`config.mk`:
```
export PLATFORM = sky130hd
export DESIGN_NAME = tdm_burst_fifo
export DESIGN_NICKNAME = d
export VERILOG_FILES = /design/src/rtl/tdm_burst_fifo.sv
export SDC_FILE = /design/constraint.sdc
export NUM_CORES = 1
export LEC_CHECK = 0
export ABC_AREA = 1
export ABC_CLOCK_PERIOD_IN_PS = 3100
export CORE_ASPECT_RATIO = 0.8
export CORE_UTILIZATION = 35
export CTS_BUF_LIST = sky130_fd_sc_hd__clkbuf_16
export CTS_CLUSTER_DIAMETER = 100
export DETAILED_ROUTE_END_ITERATION = 8
export PLACE_DENSITY_LB_ADDON = 0.08
export SLEW_MARGIN = 5
export SYNTH_ARGS = -nofsm -noshare
export SYNTH_HDL_FRONTEND = slang
export SYNTH_SLANG_ARGS = --single-unit
```
`constraint.sdc`:
```
create_clock -name clk -period 3.1 [get_ports clk]
set_input_delay 0.465 -clock clk [delete_from_list [all_inputs] [get_ports clk]]
set_output_delay 0.465 -clock clk [all_outputs]
set_load 0.05 [all_outputs]
```
`src/rtl/tdm_burst_fifo.sv`:
```
// tdm_burst_fifo: tags TDM product words with their channel, buffers them
// and drains fixed-length bursts over a valid/ready handshake.
//
// Ports:
//   clk, rst            rising-edge clock, synchronous active-high reset
//   din, din_valid      product word from the multiplier (no backpressure)
//   dout, dout_chan     head-of-FIFO word and its channel tag
//   dout_valid          burst in progress, dout/dout_chan valid
//   dout_ready          consumer accepts the beat this cycle
//   dout_last           final beat of the burst
//   level               current occupancy
//   overflow            sticky, a word was dropped on a full FIFO
module tdm_burst_fifo #(
  parameter int DATA_WIDTH   = 16,
  parameter int DEPTH        = 16,
  parameter int BURST_LEN    = 4,
  parameter int NUM_CHANNELS = 2,
  localparam int CW = (NUM_CHANNELS > 1) ? $clog2(NUM_CHANNELS) : 1,
  localparam int LW = $clog2(DEPTH) + 1
) (
  input  logic                  clk,
  input  logic                  rst,
  input  logic [DATA_WIDTH-1:0] din,
  input  logic                  din_valid,
  output logic [DATA_WIDTH-1:0] dout,
  output logic [CW-1:0]         dout_chan,
  output logic                  dout_valid,
  input  logic                  dout_ready,
  output logic                  dout_last,
  output logic [LW-1:0]         level,
  output logic                  overflow
);

  localparam int AW = $clog2(DEPTH);
  localparam int BW = (BURST_LEN > 1) ? $clog2(BURST_LEN) : 1;
  localparam int EW = CW + DATA_WIDTH;

  typedef enum logic {
    IDLE,
    BURST
  } state_t;

  state_t state;
  state_t state_nxt;

  logic [EW-1:0] mem [DEPTH];
  logic [AW-1:0] wr_ptr;
  logic [AW-1:0] rd_ptr;
  logic [LW-1:0] count;
  logic [BW-1:0] beat_cnt;
  logic [CW-1:0] chan_cnt;
  logic          wr_en;
  logic          rd_en;
  logic          last_beat;

  // Full is judged on the pre-edge count; a read in
  // the same cycle does not make room.
  assign wr_en     = din_valid && (count != LW'(DEPTH));
  assign rd_en     = dout_valid && dout_ready;
  assign last_beat = (beat_cnt == BW'(BURST_LEN - 1));

  assign {dout_chan, dout} = mem[rd_ptr];
  assign level = count;

  always_comb begin
    state_nxt  = state;
    dout_valid = 1'b0;
    dout_last  = 1'b0;
    unique case (state)
      IDLE: begin
        if (count >= LW'(BURST_LEN))
          state_nxt = BURST;
      end
      BURST: begin
        dout_valid = 1'b1;
        dout_last  = last_beat;
        if (dout_ready && last_beat)
          state_nxt = IDLE;
      end
      default: state_nxt = IDLE;
    endcase
  end

  always_ff @(posedge clk) begin
    if (rst) begin
      state    <= IDLE;
      wr_ptr   <= '0;
      rd_ptr   <= '0;
      count    <= '0;
      beat_cnt <= '0;
      chan_cnt <= '0;
      overflow <= 1'b0;
    end else begin
      state <= state_nxt;
      count <= count + LW'(wr_en) - LW'(rd_en);
      if (wr_en)
        wr_ptr <= wr_ptr + AW'(1);
      if (rd_en)
        rd_ptr <= rd_ptr + AW'(1);
      if (state == IDLE)
        beat_cnt <= '0;
      else if (rd_en)
        beat_cnt <= beat_cnt + BW'(1);
      // Tag advances even on a drop to stay
      // aligned with the upstream rotation.
      if (din_valid) begin
        if (chan_cnt == CW'(NUM_CHANNELS - 1))
          chan_cnt <= '0;
        else
          chan_cnt <= chan_cnt + CW'(1);
      end
      if (din_valid && !wr_en)
        overflow <= 1'b1;
    end
  end

  always_ff @(posedge clk) begin
    if (wr_en)
      mem[wr_ptr] <= {chan_cnt, din};
  end

endmodule

```
# --- Yosys cells after proc, flatten, opt, wreduce, memory -nomap -nowiden ---
# Memories as Yosys holds them, arrays and structs flattened. A register that Yosys moved wholly into a read port is not among the register bits.
# Cells that the tools add are included.
op_classes:
  bitwise: 1
  add_sub_neg: 6
  eq_ne: 2
  n_reduce_logical: 6
  magnitude_cmp: 1
  n_mux: 10
op_table:
  columns: ["operator", "count"]
  rows:
  - ["adder 4 x 1 -> 4 bit (second input constant)", 2]
  - ["2-to-1 mux 4 bit", 2]
  - ["2-to-1 mux 1 bit", 7]
  - ["adder 5 x 1 -> 5 bit", 1]
  - ["greater-or-equal comparator 5 x 3 -> 1 bit (second input constant)", 1]
  - ["inequality test 5 bit (second input constant)", 1]
  - ["subtractor 5 x 1 -> 5 bit", 1]
  - ["logical AND 1 bit", 4]
  - ["adder 2 x 1 -> 2 bit (second input constant)", 1]
  - ["== test 2 bit (second input constant)", 1]
  - ["one-hot mux 1 bit (2 select lines)", 1]
  - ["OR reduction 2 bit", 1]
  - ["adder 1 bit (second input constant)", 1]
  - ["logical NOT 1 bit", 1]
  - ["NOT 1 bit", 1]
word_totals:
  out_inout_bits: 25
  input_bits: 20
  mem_bits_rw: 272
  word_cells: 34
  regBits: 18
  n_memories: 1
memory_table:
  columns: ["name", "words", "word_bits", "read_ports", "rd_clocked_by_memory_dff", "write_ports", "line_no", "source"]
  rows:
  - ["mem", 16, 17, 1, 1, 1, "46", "logic [EW-1:0] mem [DEPTH];"]

# --- Longest topological paths before layout ---
depth:
  depth_word: 4
  depth_mapped: 14
  ltp_nobuf: 14

# --- Worst setup path before layout ---
# OpenSTA, ideal clock, no wires.
synth_path:
  kind: "reg2reg"
  from: "register count[2], in the netlist level[2]"
  to: "memory mem[11][0] in the netlist's numbering (enable)"
  setup_time_ns: 0.413
  required_ns: 2.687
  path_stages_with_launch: 6
  period_less_slack_ns: 2.868
  slack_ns: 0.232
  arrival_ns: 2.456
  path_buffers: 0
  cell_sequence: "dfxtp_1 -> inv_1 -> ha_1 -> nand3_1 -> nand2_1 -> nor3_1"
synth_via:
  elab_chain_cells: 4
synth_lines:
  columns: ["item", "line_no", "source"]
  rows:
  - ["start, declared", "49", "logic [LW-1:0] count;"]
  - ["start signal, assigned", "95", "count <= count + LW'(wr_en) - LW'(rd_en);"]
  - ["inequality test 5 bit", "58", "assign wr_en = din_valid && (count != LW'(DEPTH));"]
  - ["logical AND 1 bit", "58", null]
  - ["2-to-1 mux 1 bit", "118", "if (wr_en)"]
  - ["2-to-1 mux 1 bit (implied by the code)", "119", "mem[wr_ptr] <= {chan_cnt, din};"]
  - ["end, declared", "46", null]
# No other way between the ends.

==> run metrics <==
Die ar.=0.03702 mm^2; clk buf depth=3; gpl congestion=between 0.7 and 0.8; Yosys top cell by area=edfxtp_1; Worst R2R Path Depth=14; core area=0.03519 mm^2; GRT overflow=0; CP endpoint=dout[0]; Hold Crit Class=register to register; synth top area cells=edfxtp_1 64%, nand2_1 12%, nand3_1 8.2%; Iter 0 DRT Violations=around 470; worst-margin pin slew=~0.9 ns; CP Capture Type=output port; power per cell area=708.3 mW/mm^2; share of cells above drive strength 1=8.879%; Max Cap Viol=0; Worst-path clk slew=around 0.060 ns; DRT Pass-1 Iters=5; Synth Instances=~1200; Commonest cells post-synth=389 x nand2_1, 272 x edfxtp_1, 226 x inv_1; routed vias=approximately 8300; Critical Path Max Stage Delay=between 0.3 and 0.4 ns; Post-DRT Antenna Nets=0; DRC viols=0; post-CTS setup buffers=0; P_leak=~6.3 nW; Hold-fix buffers, CTS=0; Startpoint Class=register; port bufs=44; post-route minimum period=between 2 and 3 ns; WL final=31680 um; worst setup path category=register to output port; fin. max-slew vios=0; Clock Sinks=294; Placed Area=around 0.014 mm^2; Max-slew headroom=about two fifths; Required @ worst endpoint=about 2.6 ns; worst-path cell chain=inv_4, buf_12, nand2_1, nand3_1, nand3_1, nand3_1, nand2_1, buf_12; largest net degree at the start of global routing=137; worst skew pair latency=0.56 ns; design area=0.01500 mm^2; Synth cell types=23; number of synthesized flops with an enable pin=272; clock buffer count from CTS=31; global-route wire length before repair=a little under 50000 um; async set-reset flop share out of synthesis=0%; CTS H-tree depth=1; period utilization=91.86%; Primary FF master, synth=edfxtp_1; status=complete, no violations; Synth Area per Inst=between 10 and 15 um^2; Syn. warnings=0; crit path max fanout=50; peak supply drop=0.5844 mV; Vias/cell=4.594; IO Pins=45; skew final=0.01044 ns; HPWL after DPL=roughly 19000 um; RSZ-0062 raised after global routing=false; worst hold slack=between 0.4 and 0.5 ns; most common cell in the netlist=nand2_1; Max Freq=approximately 0.35 GHz; Core Util, Final=42.62%; cell row count=61; CTS tree=done; most used cell, CP=nand3_1; Final Hold Fails=0; wire length per cell=~18 um; worst setup margin=approximately 0.25 ns; # diodes=0; worst r2r src=level[2]$_SDFF_PP0_; Setup WS pre-CTS=between 0.4 and 0.5 ns; Starting Density=between 30% and 40%; Global Route Usage Sum=between 10% and 20%; cell area after synthesis=about 0.013 mm^2; Post-Place Cells=roughly 1700; die height=between 150 and 200 um; TNS Setup=0 ns; overall power=around 11 mW; Root Buffer=clkbuf_16; setup slack, reg-to-reg=between 0.7 and 0.8 ns; #FFs+latches synth=about 300; final setup fails=0; WP data arrival=between 2 and 2.5 ns; nets@finish=1341; final-layout fill cell count=3400; initial antenna violation count=0; sequential share of the synthesized area=about two thirds; vias in the first global route=just over 8000; Non-Filler Instances=1801; syn_nets=1283; Crit-path slowest cell=dfxtp_4; Layout area overhead=18.21%; Die W=between 200 and 250 um; top-area cell type share of the netlist area=between 60 and 70%; r2r endpoint=level[4]$_SDFF_PP0_; # resized after CTS=0
==> power by group <==
group / total, mW / switching [mW] / internal (mW)
registers: 4.59 / 0.0811 / 4.51
clock network: 3.68 / 1.54 / 2.14
logic: 2.35 / 1.53 / 0.825
total: 10.6 / 3.15 / 7.47
==> area by class of cell <==
| cell class | instances | area (um^2) | area share [%] |
|---|---|---|---|
| clock buffer | 31 | 775.7 | 5.173 |
| clock inverter | 24 | 215.2 | 1.435 |
| inverter | 230 | 865.8 | 5.773 |
| multi-input combinational | 670 | 2992 | 19.95 |
| sequential | 294 | 8615 | 57.44 |
| tap | 472 | 590.6 | 3.938 |
| timing repair buffer | 80 | 943.4 | 6.291 |
==> cells by family after synthesis <==
logic type | after synthesis | share of synthesized area (%)
and+or+nand+nor | 644 | 21.19
DFF | 294 | 67.85
buffers and inverters | 285 | 8.925
adders and majority gates | 14 | 1.440
AOI/OAI and AO/OA | 9 | 0.3846
xor gates and xnor gates | 3 | 0.2071
==> per-layer routing <==
metal  global-route usage, %  vias up  wire (um)  part of all wire (%)
met5                       0        -          0                     0
met4                   5.559        0        899                   2.8
met3                   2.902       55       1232                   3.9
met2                   28.28      139      14280                    45
met1                   24.41     3953      15270                    48
li1                        -     4127          -                     -
==> sequential cells by signal, indices dropped and copies added, names as in the netlist, named ones only <==
signal and flops:
mem 272, wr_ptr 4, level 5, overflow 1, beat_cnt 2, rd_ptr 4, chan_cnt 1, state 1
==> critical path, delay by kind of cell (launching register included) <==
kind,cells,cell delay (ns)
DFF,1,0.36
buffers and inverters,3,0.78
and+or+nand+nor,5,0.63
==> worst min-delay path by stage <==
stage,startpoint,end,slack (ns),depth (start not counted)
after floorplan,rd_ptr[2]$_SDFFE_PP0N_,register,0.45,2
after global placement,overflow$_SDFFE_PP0P_,overflow$_SDFFE_PP0P_,0.44,2
after detailed placement,overflow$_SDFFE_PP0P_,overflow$_SDFFE_PP0P_,0.45,2
after CTS,overflow$_SDFFE_PP0P_,overflow$_SDFFE_PP0P_,0.46,2
after global routing,overflow$_SDFFE_PP0P_,overflow$_SDFFE_PP0P_,0.52,2
final,overflow$_SDFFE_PP0P_,overflow$_SDFFE_PP0P_,0.46,2
==> cells in the final DEF (no fill, tap or decap), drive strengths merged <==
cell / synthesis / layout
a21oi: 5 / 5
a41oi: 1 / 1
and3: 1 / 1
buf: 35 / 53
bufinv: 0 / 4
clkbuf: 20 / 31
clkdlybuf4s50: 0 / 27
clkinv: 2 / 17
clkinvlp: 0 / 1
dfxtp: 22 / 22
edfxtp: 272 / 272
fa: 1 / 1
ha: 13 / 13
inv: 228 / 232
nand2: 389 / 389
nand3: 209 / 209
nand4: 1 / 1
nor2: 40 / 40
nor3: 4 / 4
o21ai: 3 / 3
xnor2: 2 / 2
xor2: 1 / 1
No activity file was read; power rests on OpenSTA's default activity.
